<file path="src/rtl/packet_fifo_pkg.sv">
// Shared definitions for the packet FIFO write arbiter.
//   state_t         : write sequencer states (ARB, INFO, DATA)
//   ADDR_*          : FIFO write-slave addresses (0 = data word, 1 = other-info)
//   INFO_*          : bit positions inside the other-info word
//   byte_reverse32  : byte swap that undoes the FIFO's symbol ordering
//   info_word       : packs sop/eop/empty into the other-info write
package packet_fifo_pkg;

  typedef enum logic [1:0] {
    ARB  = 2'd0,
    INFO = 2'd1,
    DATA = 2'd2
  } state_t;

  localparam logic ADDR_DATA = 1'b0;
  localparam logic ADDR_INFO = 1'b1;

  localparam int INFO_SOP      = 0;
  localparam int INFO_EOP      = 1;
  localparam int INFO_EMPTY_LO = 2;
  localparam int INFO_EMPTY_HI = 3;

  // The FIFO emits byte 0 of the written word last, so swapping here makes the
  // source side present exactly the word the requester supplied.
  function automatic logic [31:0] byte_reverse32(input logic [31:0] d);
    return {d[7:0], d[15:8], d[23:16], d[31:24]};
  endfunction

  function automatic logic [31:0] info_word(input logic       sop,
                                            input logic       eop,
                                            input logic [1:0] empty);
    logic [31:0] w;
    w                             = '0;
    w[INFO_SOP]                   = sop;
    w[INFO_EOP]                   = eop;
    w[INFO_EMPTY_HI:INFO_EMPTY_LO] = empty;
    return w;
  endfunction

endpackage

</file>
<file path="src/rtl/packet_fifo_credit_counter.sv">
// Free-word credit counter for a FIFO that exposes no full/waitrequest.
// Ports:
//   clk, reset   : clock, synchronous active-high reset (count -> DEPTH)
//   i_dec        : one data word written into the FIFO this cycle
//   i_inc        : one word delivered by the FIFO source this cycle
//   o_credits    : current number of free FIFO words
//   o_err        : sticky, a return arrived while already at DEPTH
module packet_fifo_credit_counter #(
  parameter int DEPTH = 8,
  parameter int CW    = $clog2(DEPTH + 1)
) (
  input  logic          clk,
  input  logic          reset,
  input  logic          i_dec,
  input  logic          i_inc,
  output logic [CW-1:0] o_credits,
  output logic          o_err
);

  localparam logic [CW-1:0] FULL = CW'(DEPTH);

  logic [CW-1:0] r_credits;
  logic          r_err;

  // NOTE: sequential state is written with non-blocking (<=) so every flop
  // samples pre-edge values no matter how the statements are ordered.
  always_ff @(posedge clk) begin
    if (reset) begin
      r_credits <= FULL;
      r_err     <= 1'b0;
    end else begin
      if (i_inc && !i_dec) begin
        // A return while already full is spurious: saturate and flag it.
        if (r_credits != FULL) r_credits <= r_credits + 1'b1;
      end else if (i_dec && !i_inc) begin
        if (r_credits != '0) r_credits <= r_credits - 1'b1;
      end
      if (i_inc && (r_credits == FULL)) r_err <= 1'b1;
    end
  end

  assign o_credits = r_credits;
  assign o_err     = r_err;

endmodule

</file>
<file path="src/rtl/packet_fifo_write_arbiter.sv">
// Round-robin, packet-atomic arbiter from two Avalon-ST requesters into the
// two-address Avalon-MM write slave of a packet FIFO.
// Ports:
//   clk, reset            : clock, synchronous active-high reset
//   sN_valid/ready/data/startofpacket/endofpacket/empty : requester N (0, 1)
//   avm_address/write/writedata : FIFO write slave (1 = other-info, 0 = data)
//   credit_return         : one pulse per word leaving the FIFO
//   grant                 : one-hot packet owner, 0 when unlocked
//   credits               : current free-word count
//   err_nosop, err_credit : sticky protocol error flags
module packet_fifo_write_arbiter
  import packet_fifo_pkg::*;
#(
  parameter int DEPTH = 8,
  parameter int CW    = $clog2(DEPTH + 1)
) (
  input  logic          clk,
  input  logic          reset,
  input  logic          s0_valid,
  output logic          s0_ready,
  input  logic [31:0]   s0_data,
  input  logic          s0_startofpacket,
  input  logic          s0_endofpacket,
  input  logic [1:0]    s0_empty,
  input  logic          s1_valid,
  output logic          s1_ready,
  input  logic [31:0]   s1_data,
  input  logic          s1_startofpacket,
  input  logic          s1_endofpacket,
  input  logic [1:0]    s1_empty,
  output logic          avm_address,
  output logic          avm_write,
  output logic [31:0]   avm_writedata,
  input  logic          credit_return,
  output logic [1:0]    grant,
  output logic [CW-1:0] credits,
  output logic          err_nosop,
  output logic          err_credit
);

  state_t        r_state;
  state_t        w_state_next;
  logic [1:0]    r_grant;
  logic          r_rr_last;      // requester that took the most recent lock
  logic [31:0]   r_hold_data;
  logic          r_hold_eop;
  logic          r_avm_address;
  logic          r_avm_write;
  logic [31:0]   r_avm_writedata;
  logic          r_err_nosop;

  logic          w_sel;          // index of the chosen candidate
  logic          w_sel_vld;
  logic          w_accept;
  logic          w_locked;
  logic          w_discard;
  logic [31:0]   w_b_data;
  logic          w_b_sop;
  logic          w_b_eop;
  logic [1:0]    w_b_empty;
  logic [CW-1:0] w_credits;

  assign w_locked = |r_grant;

  // NOTE: every signal written here gets a default first so no path leaves it
  // unassigned, which would otherwise infer a latch.
  always_comb begin
    w_sel     = 1'b0;
    w_sel_vld = 1'b0;
    if (r_grant[0]) begin
      w_sel_vld = s0_valid;
    end else if (r_grant[1]) begin
      w_sel     = 1'b1;
      w_sel_vld = s1_valid;
    end else if (s0_valid && s1_valid) begin
      w_sel     = ~r_rr_last;
      w_sel_vld = 1'b1;
    end else if (s0_valid) begin
      w_sel_vld = 1'b1;
    end else if (s1_valid) begin
      w_sel     = 1'b1;
      w_sel_vld = 1'b1;
    end
  end

  // Ready only in ARB and only with a free FIFO word, so a captured beat can
  // always finish its writes without overflowing the FIFO.
  assign w_accept = !reset && (r_state == ARB) && w_sel_vld && (w_credits != '0);
  assign s0_ready = w_accept && !w_sel;
  assign s1_ready = w_accept &&  w_sel;

  assign w_b_data  = w_sel ? s1_data          : s0_data;
  assign w_b_sop   = w_sel ? s1_startofpacket : s0_startofpacket;
  assign w_b_eop   = w_sel ? s1_endofpacket   : s0_endofpacket;
  assign w_b_empty = w_sel ? s1_empty         : s0_empty;

  // A packet can only be opened by sop; stray beats are drained and flagged.
  assign w_discard = w_accept && !w_locked && !w_b_sop;

  always_comb begin
    w_state_next = r_state;
    unique case (r_state)
      ARB:     if (w_accept && !w_discard) w_state_next = (w_b_sop || w_b_eop) ? INFO : DATA;
      INFO:    w_state_next = DATA;
      DATA:    w_state_next = ARB;
      default: w_state_next = ARB;
    endcase
  end

  always_ff @(posedge clk) begin
    if (reset) r_state <= ARB;
    else       r_state <= w_state_next;
  end

  // The Avalon-MM outputs are registered and loaded one edge ahead, so the
  // write appears in the same cycle as the state it belongs to. Address and
  // data simply keep their last value while no write is in progress.
  always_ff @(posedge clk) begin
    if (reset) begin
      r_grant         <= 2'b00;
      r_rr_last       <= 1'b1;   // pretend s1 went last so s0 wins first
      r_hold_data     <= '0;
      r_hold_eop      <= 1'b0;
      r_avm_address   <= ADDR_DATA;
      r_avm_write     <= 1'b0;
      r_avm_writedata <= '0;
      r_err_nosop     <= 1'b0;
    end else begin
      r_avm_write <= 1'b0;
      unique case (r_state)
        ARB: begin
          if (w_discard) begin
            r_err_nosop <= 1'b1;
          end else if (w_accept) begin
            r_hold_data <= w_b_data;
            r_hold_eop  <= w_b_eop;
            if (!w_locked) begin
              r_grant   <= w_sel ? 2'b10 : 2'b01;
              r_rr_last <= w_sel;
            end
            r_avm_write <= 1'b1;
            if (w_b_sop || w_b_eop) begin
              // The info word is built straight from the beat, so sop and
              // empty never need to be held beyond this edge.
              r_avm_address   <= ADDR_INFO;
              r_avm_writedata <= info_word(w_b_sop, w_b_eop, w_b_empty);
            end else begin
              r_avm_address   <= ADDR_DATA;
              r_avm_writedata <= byte_reverse32(w_b_data);
            end
          end
        end
        INFO: begin
          r_avm_write     <= 1'b1;
          r_avm_address   <= ADDR_DATA;
          r_avm_writedata <= byte_reverse32(r_hold_data);
        end
        DATA: begin
          if (r_hold_eop) r_grant <= 2'b00;
        end
        default: ;
      endcase
    end
  end

  packet_fifo_credit_counter #(
    .DEPTH (DEPTH),
    .CW    (CW)
  ) u_credit (
    .clk       (clk),
    .reset     (reset),
    .i_dec     (r_state == DATA),
    .i_inc     (credit_return),
    .o_credits (w_credits),
    .o_err     (err_credit)
  );

  assign avm_address   = r_avm_address;
  assign avm_write     = r_avm_write;
  assign avm_writedata = r_avm_writedata;
  assign grant         = r_grant;
  assign credits       = w_credits;
  assign err_nosop     = r_err_nosop;

endmodule
</file>
<file path="config.mk">
export PLATFORM = sky130hd
export DESIGN_NAME = packet_fifo_write_arbiter
export DESIGN_NICKNAME = d
export VERILOG_FILES = /design/src/rtl/packet_fifo_pkg.sv /design/src/rtl/packet_fifo_credit_counter.sv /design/src/rtl/packet_fifo_write_arbiter.sv
export SDC_FILE = /design/constraint.sdc
export NUM_CORES = 1
export LEC_CHECK = 0
export ABC_AREA = 0
export CAP_MARGIN = 30
export CORE_UTILIZATION = 47
export CTS_CLUSTER_DIAMETER = 120
export CTS_CLUSTER_SIZE = 20
export DETAILED_ROUTE_END_ITERATION = 8
export PLACE_DENSITY = 0.81
export SETUP_SLACK_MARGIN = 0.05
export SLEW_MARGIN = 20
export SYNTH_ARGS = -nofsm -noshare
export SYNTH_HDL_FRONTEND = slang
export SYNTH_SLANG_ARGS = --single-unit
</file>
<file path="constraint.sdc">
create_clock -name clk -period 2.72 [get_ports clk]
set_clock_uncertainty 0.05 [all_clocks]
set_input_delay 0.408 -clock clk [delete_from_list [all_inputs] [get_ports clk]]
set_output_delay 0.408 -clock clk [all_outputs]
set_load 0.05 [all_outputs]
</file>
==> impl_metrics.toml, run 1 <==
[status]
status = "completed"

[cells_and_area]
layout-drive-gt1-share_pct = 8.95
mostFrequentLayoutCell = "clkdlybuf4s50_1"
syn_to_final_growth_pct = 40.7
antenna_cells = 0
mostFrequentLayoutCells = "117 x clkdlybuf4s50_1, 77 x dfxtp_1, 74 x nand2_1, 43 x nor2_1, 33 x a311oi_1"
nets = 645

[grt]
overflow = 0
grt_pass1_wl_mm = 18.2
antenna_found_initial = 0
grt.total_usage_pct = 26.7
grt_max_degree = 47
grt_pass1_vias = 3817

[floorplan]
io_pins = 121
num_rows = 32
die_w_um = 91.9
start_util_pct = 48.9
die_h_um = 91.9
die_area_mm2 = 0.00845
core_area_mm2 = 0.00777

[sta]
fin_tns_setup_ns = 0
timing.fmax_ghz = 0.389
timing.final.crit_share_pct = 94.5
rsz0062_at_grt = "no"
final.min_clock_period_ns = 2.57
setup_violations = 0
slew_violations = 0
tightestPinTransition_ns = 0.670
max-slew-margin-rel_pct = 55.3
hold_viol = 0
setup_slack_ns = 0.149

[clocking]
cts_root_buf = "clkbuf_8"
cts_made_buffers = 9
cts_tree = "yes"
clock_latency_ns = 0.35
post-cts-setup-buffers = 0
cts-resized-gates = 0
clockBufferDepth = 2
cts_hold_buf = 0
htreeDepth = 3
clk_pin_slew_ns = 0.08
clock_sinks = 78

[critical_path]
cpMaxStageDelayCell = "dfxtp_1"
r2r-start = "u_credit.o_credits[1]"
slowest_delay_ns = 0.47
crit_path_max_fanout = 6
crit_type = "flip-flop to output pin"
crit_chain = "nor4_1, or4_4, or2_2, nor2_1, buf_12"
worstSetupEndpointType = "output pin"
crit_family = "simple AND/OR/NAND/NOR gates"
crit_required_ns = 2.26
crit_start = "u_credit.o_credits[1]"
r2r_slack_ns = 0.35
startpoint_type = "flip-flop"
critPathArrivalTime_ns = 2.11
critPathBufInv = 1

[detailed_routing]
vias = 4054
drt_iter0_drc = 207
vias_per_cell = 6.03
drtPass1Iterations = 4
ant_nets = 0
wl_per_cell_um = 16.6
wirelength_mm = 11.2
drc = 0

[hold_path]
hp-class = "flip-flop to flip-flop"
hp-start = "r_hold_data[24]"

[yosys]
synthCells = 459
syn_nets = 539
syn-cell-area_mm2 = 0.00380
synth_warnings = 0
synth_cell_types = 42
seq_area_frac_synth_pct = 41.1
synth_flop_cell = "dfxtp_1"
synth-edff-count = 0
synthArstFlopShare_pct = 0
ys_ff_latch = 78
synth_area_per_cell_um2 = 8.28

[placement]
port_buffers = 120
place_hpwl_mm = 7.49
finalWeightedCongestion = 0.824
pre_cts_ws_ns = -0.0585

[power_and_ir_drop]
ir_worst_vdd_mv = 0.470
leakage_nw = 2.00
p_per_area_mw_per_mm2 = 758

[job]
drv_cap = 0
## Yosys cell counts (4+ instances only)
cell	n	area (um^2)
buf_2	6	30.0
a211oi_1	4	30.0
nor2b_1	5	31.3
o21ai_1	28	140
and3_1	31	194
a31oi_1	30	188
dfxtp_1	78	1560
a32oi_1	30	263
nor3_1	5	25.0
clkbuf_1	35	131
a21oi_1	7	35.0
buf_6	5	56.3
a311oi_1	33	289
nand2_1	74	278
nor2_1	45	169
## worst reg2reg max path, cell delays in order, from the launching register on
cell     delay (ns)
dfxtp_1        0.47
nor4_1         0.13
or4_4          0.47
or3_2          0.57
buf_4          0.26
a32oi_1        0.23
o21ai_1        0.08
## metal layers
layer  vias to the layer above  wire (um)  track usage [%]
met5                         -          0                0
met4                         0        262             10.7
met3                        23        810             4.89
met2                       181       5410             44.8
met1                      1907       4680             33.8
li1                       1943          -                -
## area by class of cell
type                            instances  area, um^2
Inverter                                3        11.3
Multi-Input combinational cell        332        2030
Sequential cell                        78        1560
Tap cell                              102         128
Clock buffer                           11         131
Timing Repair Buffer                  141        1400
Clock inverter                          5        83.8
Fill cell                             634        2420
## registers in the layout, summed over array words and instances, names as in the netlist, 2 cells and up
name / cells
u_credit.o_credits: 4
r_hold_data: 32
grant: 2
r_state: 2
avm_writedata: 32
## power breakdown
group / internal (W) / leakage (nW) / switching, W
registers: 0.00134 / 0.638 / 0.000144
logic: 0.000628 / 1.26 / 0.000984
clock network: 0.000520 / 0.0998 / 0.000437
## kinds of logic after synthesis
kind of cell	Yosys count	synth area share, %
multiplexers	6	1.98
flip-flops	78	41.1
XOR/XNOR	2	0.461
adder cells (fa/ha/maj)	3	1.19
buffers and inverters	49	6.03
AO/OA/AOI/OAI	147	28.2
AND/OR/NAND/NOR	174	21.0
## stage by stage
stage	cell area, um^2	hold WS (ns)	power [W]	utilization, %	std cells
2_1_floorplan	3800	0.385	0.00254	-	459
3_3_place_gp	5130	0.393	0.00306	66.0	656
3_5_place_dp	5130	0.408	0.00310	66.0	656
4_1_cts	5350	0.427	0.00405	68.8	672
5_1_grt	5350	0.450	0.00425	68.8	672
6_report	5350	0.428	0.00405	68.8	672
## final timing paths
check	endpoint	cells past startpoint
max reg2reg	avm_writedata[18]	6
min	avm_writedata[0]	2
min reg2reg	avm_writedata[0]	2
max	s1_ready	5
No activity file was read; power rests on OpenSTA's default activity.
==> inputs of run 2 (changes only) <==
==> constraint.sdc (replaced) <==
create_clock -name clk -period 2.5 [get_ports clk]
set_clock_uncertainty 0.05 [all_clocks]
set_input_delay 0.375 -clock clk [delete_from_list [all_inputs] [get_ports clk]]
set_output_delay 0.375 -clock clk [all_outputs]
set_load 0.05 [all_outputs]
==> impl_metrics.toml, run 2 (synthesis results as in run 1) <==
[status]
status = "completed"

[detailed_routing]
vias_per_cell = 5.95
wl_per_cell_um = 16.9
wirelength_mm = 11.4
drtPass1Iterations = 5
drc = 0
ant_nets = 0
vias = 4012
drt_iter0_drc = 211

[cells_and_area]
final_area_mm2 = 0.00534
mostFrequentLayoutCell = "clkdlybuf4s50_1"
antenna_cells = 0
nets = 647
syn_to_final_growth_pct = 40.6
layout-drive-gt1-share_pct = 10.1
fin_util_pct = 68.8
mostFrequentLayoutCells = "117 x clkdlybuf4s50_1, 74 x nand2_1, 74 x dfxtp_1, 41 x nor2_1, 33 x a311oi_1"

[critical_path]
r2r.worst_path.cells = 6
critPathBufInv = 1
slowest_delay_ns = 0.46
r2r_slack_ns = 0.28
critPathArrivalTime_ns = 1.94
crit_path_max_fanout = 6
startpoint_type = "flip-flop"
crit_type = "flip-flop to output pin"
crit_family = "simple AND/OR/NAND/NOR gates"
crit_required_ns = 2.08
cpMaxStageDelayCell = "or4_4"
r2r-start = "u_credit.o_credits[0]"
r2r-end = "avm_writedata[10]"
worstSetupEndpointType = "output pin"
crit_chain = "nor4_1, or4_4, or2_2, nor2_2, buf_12"

[grt]
antenna_found_initial = 0
grt_pass1_wl_mm = 18.9
overflow = 0
grt.total_usage_pct = 28.0
grt_pass1_vias = 3937
grt_max_degree = 55

[sta]
max-slew-margin-rel_pct = 54.3
timing.fmax_ghz = 0.423
tightestPinTransition_ns = 0.686
rsz0062_at_grt = "no"
slew_violations = 0
timing.final.crit_share_pct = 94.6
setup_violations = 0
final.min_clock_period_ns = 2.36
fin_tns_setup_ns = 0
hold_viol = 0

[placement]
finalWeightedCongestion = 0.870
port_buffers = 120
placed_cell_area_mm2 = 0.00516
place_hpwl_mm = 7.80

[clocking]
cts_made_buffers = 9
clock_latency_ns = 0.35
clk_pin_slew_ns = 0.09
htreeDepth = 3
cts_root_buf = "clkbuf_8"
clockBufferDepth = 2
clock_sinks = 78
cts_tree = "yes"

[power_and_ir_drop]
leakage_nw = 1.99
ir_worst_vdd_mv = 0.385
total_power_w = 0.00422
p_per_area_mw_per_mm2 = 790

[floorplan]
io_pins = 121
num_rows = 32
die_h_um = 91.9
die_w_um = 91.9
core_area_mm2 = 0.00777
die_area_mm2 = 0.00845
start_util_pct = 48.9

[hold_path]
hold_end = "u_credit.o_credits[3]"
hp-start = "reset"
min_path_cells = 3
hp-class = "input port to flip-flop"

[job]
drv_cap = 0
[run 2: cell types whose count changed in the layout (fill, tap and decap cells not counted)]
cell        before  now
buf_12           4    5
nor2_2           2    4
dfxtp_1         77   74
dfxtp_4          0    2
dfxtp_2          1    2
nor2_1          43   41
buf_4           19   20
clkinv_2         0    1
clkinvlp_4       2    3
bufinv_16        2    0
[run 2: metrics by stage]
step / hold slack, ns / setup slack [ns] / instances
2_1_floorplan: 0.385 / 0.0787 / 459
5_1_grt: 0.275 / 0.0660 / 674
4_1_cts: 0.240 / 0.0935 / 674
3_5_place_dp: 0.407 / -0.200 / 658
3_3_place_gp: 0.393 / -0.118 / 658
6_report: 0.241 / 0.136 / 674
[run 2: repair_timing]
action,CTS,global route
hold buffers,0,0
resized for setup,0,4
setup endpoints to repair,0,2
buffers inserted,0,0
[run 2: routing by layer]
layer  wire length (um)  GRT usage (%)
met1               4830           35.4
met5                  0              0
met2               5740           47.5
met4                154           9.64
met3                693           5.39
[run 2: worst max path at each step]
stage / from / to / cells past startpoint
6_report: u_credit.o_credits[0] / s1_ready / 5
5_1_grt: u_credit.o_credits[0] / s1_ready / 5
4_1_cts: u_credit.o_credits[0] / s1_ready / 5
3_5_place_dp: s1_valid / avm_writedata[8] / 7
3_3_place_gp: s1_valid / avm_writedata[28] / 7
2_1_floorplan: u_credit.o_credits[2] / s0_ready / 4
[run 2: area by class of cell]
class	instances	area (um^2)
multi-input cells	332	2040
flip-flops and latches	78	1570
clock buffers	11	131
inverters	3	11.3
fillers	668	2430
repair buffers	143	1430
well taps	102	128
clock inverters	5	36.3
[run 2: worst min-delay path, delay by kind of cell]
family | cells | cell delay (ns)
buf+inv | 2 | 0.17
simple gates | 1 | 0.06
[run 2: power breakdown]
part	switching (W)	internal, W
sequential	0.000148	0.00146
combinational	0.00109	0.000699
clock	0.000460	0.000361
total	0.00170	0.00252
==> RTL edit 1: new RTL, flow settings as in run 1 <==
`DEPTH` is set to 8 in 2 places; all go to 32.
--- a/src/rtl/packet_fifo_credit_counter.sv
+++ b/src/rtl/packet_fifo_credit_counter.sv
@@ -7,5 +7,5 @@
 //   o_err        : sticky, a return arrived while already at DEPTH
 module packet_fifo_credit_counter #(
-  parameter int DEPTH = 8,
+  parameter int DEPTH = 32,
   parameter int CW    = $clog2(DEPTH + 1)
 ) (
--- a/src/rtl/packet_fifo_write_arbiter.sv
+++ b/src/rtl/packet_fifo_write_arbiter.sv
@@ -12,5 +12,5 @@
   import packet_fifo_pkg::*;
 #(
-  parameter int DEPTH = 8,
+  parameter int DEPTH = 32,
   parameter int CW    = $clog2(DEPTH + 1)
 ) (
Ports: changed (resized credits); port bits go from 121 to 123. The function was not compared with the original's and may differ.
==> RTL edit 1 against run 1 <==
- area after synthesis is 10% higher
- first-iteration DRC count is 31% higher
- sequential share of layout area is 1.4 points lower
- sequential power is 3% higher
- sequential cell count is 2 higher
- final area is 7.6% higher
- critical endpoint is now s0_ready
- highest routed layer unchanged
- power is 10% higher
- worst setup slack better by 110 ps
- wire length is 17% higher
==> RTL edit 1: results (changes against run 1) <==
status: finished, final reports clean
wirelength, routed: 13100 um (+17%)
Synth Area in Adders: 0.0167 (+0.00489)
fin worst setup slack: 256 ps (+107 ps)
via count: 4566 (+13%)
Ant. Diodes: 0 (unchanged)
WP data arrival: 2010 ps (-100 ps)
DP Area: 5520 um2 (+7.6%)
# fillers: 734 (+16%)
FF/Latch Area: 1600 um2 (+2.5%)
Place WS: 112 ps (+171 ps)
crit path from: u_credit.o_credits[0]$_SDFFE_PP0P_
# clk buffers: 10 (-1)
final core utilization: 0.663 (-0.0254)
worst hold endpoint: r_hold_data[1]$_SDFFE_PP0P_
Synth Area in Compound Gates: 0.283 (+0.00121)
Post-Synthesis Net Count: 608 (+13%)
1st-pass router iterations: 5 (+1)
R2R Setup Slk: 410 ps (+60 ps)
worst reg-to-reg path cell count: 8 (+2)
multi-input logic area: 2370 um2 (+17%)
Finished Layout Cells: 736 (+9.5%)
register area share after synthesis: 0.383 (-0.0283)
share of layout cells above drive strength 1: 0.0780 (-0.0114)
post-placement cell count: 720 (+9.8%)
number of I/O port buffers: 122 (+1.7%)
P_int: 2.70 mW (+8.7%)
post-synthesis register bit count: 80 (+2.6%)
count of different cell masters after synthesis: 47 (+12%)
largest cells by area after synthesis: dfxtp_1 38%, a31oi_1 9.0%, a311oi_1 7.3%, nand2_1 6.6%, nor2_1 4.7%
GP Congestion: 0.835 (+1.4%)
reg2reg end: u_credit.o_credits[5]$_SDFFE_PP1P_
XOR/XNOR Fraction of Synth Area: 0.00419 (-0.000425)
CP max stage cell: or4_4
drt initial violations: 272 (+31%)
first-pass GRT wire length: 20100 um (+11%)
Crit path largest cell delay: 590 ps (+120 ps)
Max IR drop VDD: 0.000444 V (-5.5%)
die width: 96.4 um (+4.8%)
largest net degree at the start of global routing: 74 (+57%)
clk cell area share: 0.0409 (+0.000634)
nonclk inv count: 7 (+4)
Data buffer area share: 0.241 (-0.0207)
Critical Path End: s0_ready
worst hold margin: 446 ps (+18.1 ps)
Total Nets Final: 705 (+9.3%)
worst min-delay path category: reg -> reg
Post-DP HPWL: 8540 um (+14%)
Signal buffers: 137 (-2.8%)
mux share of post-synthesis cell area: 0.0123 (-0.00750)
Synth Area per Inst: 7.95 um2 (-3.9%)
Multi-In Gates: 388 (+17%)
most instantiated cells after synthesis: 80 x dfxtp_1, 74 x nand2_1, 60 x a31oi_1
Tightest Pin Transition: 804 ps (+134 ps)
vias in the first global route: 4242 (+11%)
P_leak: 2.16 nW (+7.7%)
## RTL edit 1: cell count changes after synthesis, sizes merged, moves of 6 or more
cell / change
a31oi: +30
a32oi: -28
and2: +26
clkbuf: +6
nor2: +7
o21ai: -18
o22ai: +27
## RTL edit 1: power by group through the flow
stage | sequential, mW | combinational [mW] | clock, mW
floorplan | 1.87 | 0.919 | 0
global placement | 1.54 | 1.80 | 0
detailed placement | 1.55 | 1.86 | 0
CTS | 1.53 | 1.87 | 1.06
global route | 1.55 | 2.02 | 1.11
finish | 1.53 | 1.88 | 1.06
## RTL edit 1: logic make-up after synthesis
| logic type | after synthesis |
|---|---|
| mux | 5 |
| fa+ha+maj | 5 |
| simple gates | 212 |
| flops | 80 |
| buf+inv | 58 |
| compound gates | 164 |
| xor+xnor | 2 |
## RTL edit 1: routing by layer
| layer | track usage | part of all wire |
|---|---|---|
| met1 | 0.361 | 0.43 |
| met2 | 0.469 | 0.49 |
| met3 | 0.0363 | 0.064 |
| met4 | 0.107 | 0.014 |
| met5 | 0 | 0 |
==> RTL edit 2: new RTL, settings of run 1 <==
Made on the original files. Re-encode `state_t` (3 states) as one-hot, 3 bits wide.
--- a/src/rtl/packet_fifo_pkg.sv
+++ b/src/rtl/packet_fifo_pkg.sv
@@ -7,8 +7,8 @@
 package packet_fifo_pkg;
 
-  typedef enum logic [1:0] {
-    ARB  = 2'd0,
-    INFO = 2'd1,
-    DATA = 2'd2
+  typedef enum logic [2:0] {
+    ARB  = 3'b001,
+    INFO = 3'b010,
+    DATA = 3'b100
   } state_t;
 
Formal check against the unedited RTL: same outputs for any inputs over 4 cycles, from zero or initial values and one cycle with reset high; so few cycles prove little.
==> RTL edit 2 against run 1 <==
- worst setup slack got worse by 5.9 ps
- final area rose by 3.7%
- sequential cell count rose by 1
- power rose by 20%
- maximum frequency fell by 0.23%
- register-to-register slack got worse by 20 ps
- hold slack got worse by 2.6 ps
- first-iteration DRC count rose by 37%
- area after synthesis rose by 6.5%
- clock power fell by 13%
- wire length rose by 5.4%
- largest cell class unchanged
==> RTL edit 2: results (changes against run 1) <==
register area share after synthesis: 0.391 (-0.0201)
most instantiated cells after synthesis: 102 x nand2_1, 79 x dfxtp_1, 49 x nor2_1
reg2reg end: avm_writedata[0]$_SDFFE_PP0P_
Finished Layout Cells: 683 (+1.6%)
drt initial violations: 283 (+37%)
count of different cell masters after synthesis: 43 (+2.4%)
Critical Path End: s0_ready
RR Startpoint: u_credit.o_credits[0]$_SDFFE_PP0P_
share of layout cells above drive strength 1: 0.130 (+0.0403)
CP max stage cell: or2_2
post-placement cell count: 669 (+2.0%)
crit path from: r_state[1]$_SDFFE_PP0P_
Net Switching: 2.10 mW (+34%)
first-pass GRT wire length: 18800 um (+3.3%)
GP Congestion: 0.856 (+3.9%)
status: finished, final reports clean
via count: 4148 (+2.3%)
Synth Area per Inst: 8.57 um2 (+3.6%)
Slew HR: 0.372 (-0.182)
Crit path largest cell delay: 400 ps (-70 ps)
# fillers: 690 (+8.8%)
Post-Synthesis Net Count: 552 (+2.4%)
Total Nets Final: 655 (+1.6%)
Max Fclk: 388 MHz (-0.23%)
Wirelength per Cell: 17.2 um (+3.7%)
vias in the first global route: 3972 (+4.1%)
DP Area: 5370 um2 (+4.6%)
largest net degree at the start of global routing: 73 (+55%)
-- RTL edit 2: changes by cell type in the layout (fill, tap and decap cells not counted), sizes merged, moves of 4 or more --
cell / before / now
and3: 31 / 0
a31oi: 30 / 2
o21ai: 29 / 6
nor2: 45 / 49
a311oi: 33 / 62
nand2: 74 / 102
a21oi: 7 / 35
a211oi: 4 / 0
mux2i: 3 / 11
inv: 3 / 8
-- RTL edit 2: final cells by class --
class | count | area (um2) | share of cell area
clock buffer | 10 | 128 | 0.0230
sequential | 79 | 1580 | 0.285
multi-input combinational | 339 | 2270 | 0.410
clock inverter | 4 | 48.8 | 0.00880
tap | 105 | 131 | 0.0237
timing repair buffer | 138 | 1350 | 0.244
inverter | 8 | 30.0 | 0.00542
-- RTL edit 2: kinds of logic after synthesis --
| family | share of synthesized area |
|---|---|
| simple gates | 0.174 |
| compound gates | 0.332 |
| flops | 0.391 |
| buf+inv | 0.0585 |
| mux | 0.0272 |
| xor+xnor | 0.00650 |
| fa+ha+maj | 0.0111 |
-- RTL edit 2: power groups by stage --
| stage | clock network (mW) | logic, mW | registers [mW] |
|---|---|---|---|
| 2_1_floorplan | 0 | 1.06 | 2.22 |
| 3_3_place_gp | 0 | 2.32 | 1.66 |
| 3_5_place_dp | 0 | 2.38 | 1.66 |
| 4_1_cts | 0.835 | 2.39 | 1.64 |
| 5_1_grt | 0.881 | 2.54 | 1.68 |
| 6_report | 0.828 | 2.39 | 1.64 |
-- RTL edit 2: worst min-delay path by stage --
stage                              endpoint  slack, ps                          from
3_3_place_gp    u_credit.o_err$_SDFFE_PP0P_        400   u_credit.o_err$_SDFFE_PP0P_
3_5_place_dp    u_credit.o_err$_SDFFE_PP0P_        410   u_credit.o_err$_SDFFE_PP0P_
5_1_grt              err_nosop$_SDFFE_PP0P_        460        err_nosop$_SDFFE_PP0P_
2_1_floorplan  r_hold_data[25]$_SDFFE_PP0P_        430  r_hold_data[25]$_SDFFE_PP0P_
6_report        u_credit.o_err$_SDFFE_PP0P_        420   u_credit.o_err$_SDFFE_PP0P_
4_1_cts         u_credit.o_err$_SDFFE_PP0P_        430   u_credit.o_err$_SDFFE_PP0P_
-- RTL edit 2: worst register-to-register path, stage by stage (launching register included) --
cell      delay, ps
dfxtp_1         390
or4_1           600
nand2_1         230
a2111o_1        150
buf_4           350
nand3_1         230
o32ai_1         310
-- RTL edit 2: metal layers --
layer	GRT usage	vias to the layer above	routed length [um]
met5	0	-	0
met2	0.424	190	5720
met4	0.124	0	203
li1	-	1961	-
met3	0.0346	22	886
met1	0.356	1975	4960
